**config.mk**
```make
export PLATFORM = sky130hd
export DESIGN_NAME = grad_read_arbiter_flat
export DESIGN_NICKNAME = d
export VERILOG_FILES = /design/src/rtl/grad_read_arbiter_if.sv /design/src/rtl/grad_read_arbiter.sv /design/src/flat_wrapper.sv
export SDC_FILE = /design/constraint.sdc
export NUM_CORES = 1
export LEC_CHECK = 0
export BUFFER_PORTS_ARGS = -buffer_cell sky130_fd_sc_hd__clkbuf_2
export CORE_UTILIZATION = 39
export DETAILED_ROUTE_END_ITERATION = 16
export PLACE_DENSITY = 0.88
export SETUP_SLACK_MARGIN = 0.2
export SYNTH_ARGS = -nofsm -noshare
export SYNTH_HDL_FRONTEND = slang
export SYNTH_SLANG_ARGS = --single-unit
```
**constraint.sdc**
```tcl
create_clock -name clk_in -period 2.2 [get_ports clk_in]
set_clock_uncertainty 0.1 [all_clocks]
set_input_delay 0.44 -clock clk_in [delete_from_list [all_inputs] [get_ports clk_in]]
set_output_delay 0.44 -clock clk_in [all_outputs]
set_load 0.01 [all_outputs]
```
**src/rtl/grad_read_arbiter_if.sv**
```systemverilog
// ---------------------------------------------------------------------------
// grad_read_arbiter_if
// Bundles the requester-side and BRAM-side signals of grad_read_arbiter.
//   req_in/lock_in/addr_in : per-requester read request, burst lock, address
//   gnt_out                : one-hot combinational grant
//   bram_addr_out          : shared address to the x-grad/y-grad BRAM pair
//   bram_x_in/bram_y_in    : BRAM douta words
//   rvalid_out             : one-hot read-data valid, READ_LATENCY after grant
//   rdata_x_out/rdata_y_out: signed read data, zero when no valid
// Modports: slave = arbiter, master = requesters/BRAM environment.
// ---------------------------------------------------------------------------
interface grad_read_arbiter_if #(
  parameter int BIT_DEPTH = 8,
  parameter int DIMENSION = 64,
  parameter int NUM_REQ   = 2,
  localparam int ADDR_W   = $clog2(DIMENSION*DIMENSION)
);
  logic [NUM_REQ-1:0]        req_in;
  logic [NUM_REQ-1:0]        lock_in;
  logic [NUM_REQ*ADDR_W-1:0] addr_in;
  logic [NUM_REQ-1:0]        gnt_out;
  logic [ADDR_W-1:0]         bram_addr_out;
  logic signed [BIT_DEPTH-1:0] bram_x_in;
  logic signed [BIT_DEPTH-1:0] bram_y_in;
  logic [NUM_REQ-1:0]        rvalid_out;
  logic signed [BIT_DEPTH-1:0] rdata_x_out;
  logic signed [BIT_DEPTH-1:0] rdata_y_out;

  modport slave (
    input  req_in, lock_in, addr_in, bram_x_in, bram_y_in,
    output gnt_out, bram_addr_out, rvalid_out, rdata_x_out, rdata_y_out
  );

  modport master (
    output req_in, lock_in, addr_in, bram_x_in, bram_y_in,
    input  gnt_out, bram_addr_out, rvalid_out, rdata_x_out, rdata_y_out
  );
endinterface

```
**src/rtl/grad_read_arbiter.sv**
```systemverilog
// ---------------------------------------------------------------------------
// grad_read_arbiter
// Shares one gradient BRAM pair (common read address) between NUM_REQ
// requesters with round-robin arbitration and an optional burst lock, and
// routes each read word back to its issuer READ_LATENCY cycles after grant.
// Ports:
//   clk_in          : system clock, rising edge
//   rst_in          : synchronous active-high reset
//   bus             : grad_read_arbiter_if.slave (requests, grant, BRAM, rdata)
//   lock_owner_out  : index of current lock holder
//   locked_out      : lock held
//   stall_count_out : cycles with a pending, ungranted request (saturating)
// Optional feature: define GRAD_ARB_STATS_EN to build the stall counter;
// otherwise stall_count_out is tied to zero.
// ---------------------------------------------------------------------------
module grad_read_arbiter #(
  parameter int BIT_DEPTH    = 8,
  parameter int DIMENSION    = 64,
  parameter int NUM_REQ      = 2,
  parameter int READ_LATENCY = 2,
  localparam int ADDR_W      = $clog2(DIMENSION*DIMENSION),
  localparam int IDX_W       = $clog2(NUM_REQ)
) (
  input  logic             clk_in,
  input  logic             rst_in,
  grad_read_arbiter_if.slave bus,
  output logic [IDX_W-1:0] lock_owner_out,
  output logic             locked_out,
  output logic [15:0]      stall_count_out
);

  function automatic logic [IDX_W-1:0] next_idx(input logic [IDX_W-1:0] i);
    if (int'(i) == NUM_REQ-1) return '0;
    else                      return i + 1'b1;
  endfunction

  function automatic logic [15:0] sat_inc16(input logic [15:0] v);
    if (v == 16'hFFFF) return v;
    else               return v + 16'd1;
  endfunction

  logic [IDX_W-1:0]  r_rr;
  logic              r_locked;
  logic [IDX_W-1:0]  r_owner;
  logic [ADDR_W-1:0] r_addr;

  logic [NUM_REQ-1:0] w_gnt;
  logic               w_gnt_any;
  logic [IDX_W-1:0]   w_gnt_idx;
  logic               w_release;
  int                 w_cand;
  logic [IDX_W-1:0]   w_cand_idx;
  logic [ADDR_W-1:0]  w_addr_arr [NUM_REQ];

  for (genvar g = 0; g < NUM_REQ; g++) begin : g_addr
    assign w_addr_arr[g] = bus.addr_in[g*ADDR_W +: ADDR_W];
  end

  // ---- arbitration (combinational grant) ----
  always_comb begin
    w_gnt      = '0;
    w_gnt_any  = 1'b0;
    w_gnt_idx  = '0;
    w_release  = 1'b0;
    w_cand     = 0;
    w_cand_idx = '0;
    if (!rst_in) begin
      if (r_locked) begin
        // Only the owner may be served; its absent request ends the burst
        // and that cycle grants nothing.
        if (bus.req_in[r_owner]) begin
          w_gnt_any = 1'b1;
          w_gnt_idx = r_owner;
        end else begin
          w_release = 1'b1;
        end
      end else begin
        for (int k = 0; k < NUM_REQ; k++) begin
          w_cand = int'(r_rr) + k;
          if (w_cand >= NUM_REQ) w_cand = w_cand - NUM_REQ;
          w_cand_idx = IDX_W'(w_cand);
          if (!w_gnt_any && bus.req_in[w_cand_idx]) begin
            w_gnt_any = 1'b1;
            w_gnt_idx = w_cand_idx;
          end
        end
      end
      if (w_gnt_any) w_gnt[w_gnt_idx] = 1'b1;
    end
  end

  assign bus.gnt_out       = w_gnt;
  // Address follows the grant immediately so the BRAM latency starts in the
  // grant cycle; otherwise hold the last address.
  assign bus.bram_addr_out = w_gnt_any ? w_addr_arr[w_gnt_idx] : r_addr;

  always_ff @(posedge clk_in) begin
    if (rst_in) begin
      r_rr     <= '0;
      r_locked <= 1'b0;
      r_owner  <= '0;
      r_addr   <= '0;
    end else begin
      if (w_release) begin
        r_locked <= 1'b0;
        r_rr     <= next_idx(r_owner);
      end else if (w_gnt_any) begin
        if (bus.lock_in[w_gnt_idx]) begin
          r_locked <= 1'b1;
          r_owner  <= w_gnt_idx;
        end else begin
          r_locked <= 1'b0;
          r_rr     <= next_idx(w_gnt_idx);
        end
      end
      if (w_gnt_any) r_addr <= w_addr_arr[w_gnt_idx];
    end
  end

  assign lock_owner_out = r_owner;
  assign locked_out     = r_locked;

  // ---- tag pipeline: stage _p[0] loads at grant, shifts every cycle ----
  logic [READ_LATENCY-1:0] r_vld_p;
  logic [IDX_W-1:0]        r_id_p [READ_LATENCY];

  always_ff @(posedge clk_in) begin
    if (rst_in) begin
      r_vld_p <= '0;
    end else begin
      r_vld_p[0] <= w_gnt_any;
      for (int s = 1; s < READ_LATENCY; s++) r_vld_p[s] <= r_vld_p[s-1];
    end
  end

  always_ff @(posedge clk_in) begin
    r_id_p[0] <= w_gnt_idx;
    for (int s = 1; s < READ_LATENCY; s++) r_id_p[s] <= r_id_p[s-1];
  end

  // ---- return path: final tag stage steers BRAM data to its requester ----
  always_comb begin
    bus.rvalid_out  = '0;
    bus.rdata_x_out = '0;
    bus.rdata_y_out = '0;
    // Masked during reset so reads granted before reset never surface.
    if (!rst_in && r_vld_p[READ_LATENCY-1]) begin
      bus.rvalid_out[r_id_p[READ_LATENCY-1]] = 1'b1;
      bus.rdata_x_out = bus.bram_x_in;
      bus.rdata_y_out = bus.bram_y_in;
    end
  end

`ifdef GRAD_ARB_STATS_EN
  logic        w_stall;
  logic [15:0] r_stall_cnt;

  assign w_stall = |(bus.req_in & ~w_gnt);

  always_ff @(posedge clk_in) begin
    if (rst_in)       r_stall_cnt <= '0;
    else if (w_stall) r_stall_cnt <= sat_inc16(r_stall_cnt);
  end

  assign stall_count_out = r_stall_cnt;
`else
  assign stall_count_out = '0;
`endif

endmodule
```
**src/flat_wrapper.sv**
```systemverilog
// flat-port wrapper written by rule: the top's interface ports become plain ports
module grad_read_arbiter_flat 
#(
  parameter int BIT_DEPTH    = 8,
  parameter int DIMENSION    = 64,
  parameter int NUM_REQ      = 2,
  parameter int READ_LATENCY = 2,
  localparam int ADDR_W      = $clog2(DIMENSION*DIMENSION),
  localparam int IDX_W       = $clog2(NUM_REQ)
)
  (clk_in, rst_in, lock_owner_out, locked_out, stall_count_out, bus_req_in, bus_lock_in, bus_addr_in, bus_bram_x_in, bus_bram_y_in, bus_gnt_out, bus_bram_addr_out, bus_rvalid_out, bus_rdata_x_out, bus_rdata_y_out);
  grad_read_arbiter_if #(.BIT_DEPTH(BIT_DEPTH), .DIMENSION(DIMENSION), .NUM_REQ(NUM_REQ)) bus_i ();
  input  logic clk_in;
  input  logic rst_in;
  output logic [IDX_W-1:0] lock_owner_out;
  output logic locked_out;
  output logic [15:0] stall_count_out;
  input wire logic [$bits(bus_i.req_in)-1:0] bus_req_in;
  input wire logic [$bits(bus_i.lock_in)-1:0] bus_lock_in;
  input wire logic [$bits(bus_i.addr_in)-1:0] bus_addr_in;
  input wire logic [$bits(bus_i.bram_x_in)-1:0] bus_bram_x_in;
  input wire logic [$bits(bus_i.bram_y_in)-1:0] bus_bram_y_in;
  output wire logic [$bits(bus_i.gnt_out)-1:0] bus_gnt_out;
  output wire logic [$bits(bus_i.bram_addr_out)-1:0] bus_bram_addr_out;
  output wire logic [$bits(bus_i.rvalid_out)-1:0] bus_rvalid_out;
  output wire logic [$bits(bus_i.rdata_x_out)-1:0] bus_rdata_x_out;
  output wire logic [$bits(bus_i.rdata_y_out)-1:0] bus_rdata_y_out;
  assign bus_i.req_in = bus_req_in;
  assign bus_i.lock_in = bus_lock_in;
  assign bus_i.addr_in = bus_addr_in;
  assign bus_i.bram_x_in = bus_bram_x_in;
  assign bus_i.bram_y_in = bus_bram_y_in;
  assign bus_gnt_out = bus_i.gnt_out;
  assign bus_bram_addr_out = bus_i.bram_addr_out;
  assign bus_rvalid_out = bus_i.rvalid_out;
  assign bus_rdata_x_out = bus_i.rdata_x_out;
  assign bus_rdata_y_out = bus_i.rdata_y_out;
  grad_read_arbiter #(.BIT_DEPTH(BIT_DEPTH), .DIMENSION(DIMENSION), .NUM_REQ(NUM_REQ), .READ_LATENCY(READ_LATENCY)) u_core (.clk_in(clk_in), .rst_in(rst_in), .bus(bus_i), .lock_owner_out(lock_owner_out), .locked_out(locked_out), .stall_count_out(stall_count_out));
endmodule
```
# Yosys cells after proc, flatten, opt, wreduce, memory -nomap -nowiden
# Memory sizes are Yosys's and may differ from the RTL's.
# Cells that the tools add are included.
# word_totals
output_inout_bits,50
word_cells,85
mem_count,1
ramBits,2
inputBits,46
reg_bits,17
# classes
eq_ne,1
n_bitwise,2
magnitude_cmp,11
muxes,50
n_addsub,5
n_reduce_logical,10
# memory_table
memory,depth,width,rd,rd_ports_with_merged_regs,wr,line_no,rtl
u_core.r_id_p,2,1,2,0,2,grad_read_arbiter.sv:125,logic [IDX_W-1:0] r_id_p [READ_LATENCY];
# op_table
op,n
$mux 12,4
$mux 1,39
$mux 8,2
$lt 1x2->1 const B,6
$mux 2,3
$ge 2x2->1 const B,2
$logic_and 1x1->1,4
$reduce_and 3->1,1
$add 1x1->1 const B,2
$add 1x1->2 const B,1
$demux 1 s1,2
$ge 1x1->1 const B,2
$ge 1x2->1 const B,1
$logic_not 1->1,2
$ne 2x1->1 const B,1
$not 1->2,1
$reduce_and 2->1,1
$reduce_bool 2->1,1
$reduce_or 2->1,1
$sub 1x1->1 const B,2
$not 1->1,1

# Depth between registers and ports, before layout
# logic_depth
depth_word,20
mapped_depth,6
mapped_depth_nobuf,5

# Worst setup path after synthesis
# OpenSTA, ideal clock, no wires.
# synth_timing
path_type,in2out
startpoint,input rst_in
endpoint,output bus_bram_addr_out[10]
stages,6
setup_slack_ns,0.116
t_arrival_ns,1.544
path_cell_list,buf_6 > nand2b_4 > nor3_4 > buf_8 > mux2i_1 > a21oi_1
# synth_via
elab_chain_cells,6
# synth_rtl
element,line_no,rtl
from (decl),flat_wrapper.sv:14,input logic rst_in;
$mux 1,grad_read_arbiter.sv:67,if (!rst_in) begin
via u_core.w_gnt_idx,grad_read_arbiter.sv:49,logic [IDX_W-1:0] w_gnt_idx;
$not 1->2 (implied by the code),grad_read_arbiter.sv:95,assign bus.bram_addr_out = w_gnt_any ? w_addr_arr[w_gnt_idx] : r_addr;
$mux 12 (implied by the code) (3 in a row),grad_read_arbiter.sv:95,
$mux 12,n/a,
to (decl),flat_wrapper.sv:24,output wire logic [$bits(bus_i.bram_addr_out)-1:0] bus_bram_addr_out;
# The timed path passes the listed nets, and every way through them passes these cells. The select of a mux whose other input is x is not followed.

# Worst setup path after layout
# layout_timing
startpoint,"register u_core.r_locked, in the netlist u_core.locked_out"
endpoint,output bus_bram_addr_out[4]
# layout_via
elab_chain_cells,8
# layout_rtl
element,line_no,rtl
from (decl),grad_read_arbiter.sv:43,logic r_locked;
from (signal assigned),grad_read_arbiter.sv:100,r_locked <= 1'b0;
from (signal assigned),grad_read_arbiter.sv:105,r_locked <= 1'b0;
from (signal assigned),grad_read_arbiter.sv:109,r_locked <= 1'b1;
$mux 1,grad_read_arbiter.sv:68,if (r_locked) begin
$mux 1 (2 in a row),grad_read_arbiter.sv:67,
$not 1->2 (implied by the code),grad_read_arbiter.sv:95,
$mux 12 (implied by the code) (3 in a row),grad_read_arbiter.sv:95,
$mux 12 (*),n/a,
# Every way passes the cells marked *; elsewhere a longest branch is shown, timed or not. The select of a mux whose other input is x is not followed.

==> results.txt <==
Outcome = finished with violations
Failing checks = negative setup slack
TritonCTS buffer count = 3
1st-iter DRT viols = 12
Row Count = 20
Fmax = 442 MHz
Fin crit share = 1.03
Register area share after synthesis = 0.309
I/O pin count = 96
Slowest stage delay, CP = 0.38 ns
Critical path class = reg -> out
Crit path max-delay cell type = dfxtp_2
CP Data Required Time = 1.66 ns
Fin nets = 282
Post-route insts no fill = 279
Final min period = 2.26 ns
CTS tree = built
Routability cong. = 0.769
Post-synthesis cell area = 1230 um^2
Number of fill cells = 251
Hold crit path type = reg -> reg
Peak supply drop = 309 uV
DIE WIDTH = 58.2 um
Synth cell types = 30
CP Launch Type = flop
Unrepaired setup endpoints after global routing = yes
Yosys reg bits = 19
Syn avg cell area = 8.98 um^2
CTS Sinks = 19
Total gr overflow = 0
FF-to-FF path depth = 8
Critical path arrival = 1.72 ns
FF-to-FF End = u_core.r_rr$_SDFFE_PP0P_
Slew headroom = 0.659
Main flop type after synthesis = dfxtp_1
Max-slew violation count = 0
R2r startpoint = u_core.lock_owner_out$_SDFFE_PP0P_
Hold Buf Count CTS = 0
Die ar. = 3380 um^2
Yosys warning count = 0
Post-synth EDFFs = 0
Die Span Y = 58.2 um
Max H-tree Level = 1
Initial core utilization = 0.406
Vias in the first global route = 1156
Synthesis-to-layout area growth = 52.7%
Pre-antenna DRT Iters = 4
Footprint of the multi-input gates = 776 um^2
Via count = 1299
Fin area = 1880 um^2
Clock slew at reported path FFs = 0.12 ns
Largest fanout on the critical path = 13
Global-route wire length before repair = 4820 um
Routed Antenna Nets = 0
Setup WS pre-CTS = 0.0130 ns
DRC = 0
Pwr dens = 485 nW/um^2
Initial antenna violation count = 0
Via/cell ratio = 4.66
Setup crit end = bus_bram_addr_out[4]
Final HPWL DP = 2150 um
Placed inst area = 1710 um^2
Finish-stage setup viols = 12
Insertion delay of the later-clocked pin in the worst-skew pair = 0.30 ns
Fin worst setup slack = -0.0631 ns
CP endpoint kind = primary output
CP Launch Point = u_core.locked_out$_SDFFE_PP0P_
Critical path, cell by cell = nor2b_4 -> nor3_4 -> buf_12 -> mux2i_2 -> a21oi_2 -> buf_2
Maxcap violations = 0
WL/cell = 11.0 um
Leak = 0.930 nW
Setup TNS = -0.424 ns
Routed wire length = 3080 um
Share of post-route cells with drive strength above 1 = 0.587
Reg area = 385 um^2
Largest net degree at the start of global routing = 19
Setup slack, reg-to-reg = 0.50 ns
Clk buf depth = 2
Cells after DPL = 268
FFs w/ async S/R, synth = 0
ANT cells = 0
CORE AREA = 3030 um^2
CTS root buffer = clkbuf_4
Fin. Hold Viols = 0
Slew @ Worst Pin = 0.507 ns
Post-Syn Instances = 137
Port bufs = 79
Final Hold Slack = 0.240 ns
Global Route Usage Sum = 0.183
==> worst min-delay path by stage <==
stage | start | slack [ns] | cells past startpoint | endpoint
CTS | u_core.r_id_p[0][0]$_DFF_P_ | 0.24 | 0 | u_core.r_id_p[0][1]$_DFF_P_
global route | u_core.r_id_p[0][0]$_DFF_P_ | 0.25 | 0 | u_core.r_id_p[0][1]$_DFF_P_
global placement | u_core.r_id_p[0][0]$_DFF_P_ | 0.21 | 0 | u_core.r_id_p[0][1]$_DFF_P_
finish | u_core.r_id_p[0][0]$_DFF_P_ | 0.24 | 0 | u_core.r_id_p[0][1]$_DFF_P_
floorplan | u_core.r_id_p[0][0]$_DFF_P_ | 0.21 | 0 | u_core.r_id_p[0][1]$_DFF_P_
detailed placement | u_core.r_id_p[0][0]$_DFF_P_ | 0.22 | 0 | u_core.r_id_p[0][1]$_DFF_P_
==> routing by layer <==
| metal | GRT usage | routed length [um] |
|---|---|---|
| met1 | 0.182 | 1140 |
| met2 | 0.379 | 1690 |
| met3 | 0.0313 | 228 |
| met4 | 0.0510 | 21 |
| met5 | 0 | 0 |
==> stage by stage <==
stage | utilization | power (W)
after global routing | 0.620 | 0.000960
final | 0.620 | 0.000911
after detailed placement | 0.565 | 0.000690
after global placement | 0.565 | 0.000681
after floorplan | - | 0.000582
after CTS | 0.618 | 0.000905
==> power by group <==
part           leakage [nW]  switching (W)  total (W)  internal (W)
Combinational         0.757       0.000176   0.000348      0.000172
Clock                0.0139       0.000110   0.000179     0.0000691
Sequential            0.158      0.0000125   0.000384      0.000372
==> final cells by class <==
class,count,area share
Clock buffer,3,0.0120
Clock inverter,1,0.00400
Inverter,3,0.00600
Multi-Input combinational cell,106,0.413
Sequential cell,19,0.205
Tap cell,44,0.0293
Timing Repair Buffer,103,0.330
==> Yosys cell counts, types with 2 or more instances <==
cell	number	area share
a21oi_1	14	0.057
buf_2	2	0.0081
inv_1	2	0.0061
a211oi_2	9	0.092
a211oi_1	3	0.018
mux2i_1	13	0.11
and2_1	17	0.086
dfxtp_1	19	0.31
nand3_1	3	0.012
nor2_1	13	0.040
nor2b_1	5	0.025
buf_4	18	0.11
clkbuf_1	2	0.0061
==> state kept, by name, summed over array words and instances (netlist names) <==
register               cells
u_core.r_vld_p             2
u_core.lock_owner_out      1
u_core.r_id_p              2
u_core.locked_out          1
u_core.r_rr                1
u_core.r_addr             12
==> kinds of logic (layout without fill, tap and decap cells) <==
logic type	after synthesis	after routing	share of synthesized area
other cells	1	16	0.00305
simple gates	46	46	0.230
mux	13	13	0.106
flops	19	19	0.309
compound gates	31	31	0.197
buf+inv	27	110	0.155
==> critical path, delay by kind of cell (launching register included) <==
kind	cells	cell delay, ns
simple gates	2	0.34
mux	1	0.28
compound gates	1	0.08
buf+inv	2	0.34
flops	1	0.38
==> placed cells by master, fill, tap and decap left out, types with 3 or more instances in the layout <==
cell type | synthesis | routed
a21oi_2 | 0 | 6
buf_4 | 18 | 21
a211oi_2 | 9 | 9
conb_1 | 1 | 16
nor2b_1 | 5 | 4
clkbuf_4 | 0 | 3
dfxtp_1 | 19 | 17
nor2_1 | 13 | 13
nand3_1 | 3 | 3
clkbuf_2 | 0 | 77
mux2i_1 | 13 | 5
mux2i_2 | 0 | 8
a21oi_1 | 14 | 8
and2_1 | 17 | 17
a211oi_1 | 3 | 3
==> what timing repair did <==
item / CTS / global route
gates cloned: 1 / 0
pin swaps: 2 / 1
endpoints found under the hold margin: 0 / 0
resized for setup: 18 / 4
endpoints found under the setup margin: 12 / 12
setup buffers: 6 / 0
(Power assumes the default switching activity.)
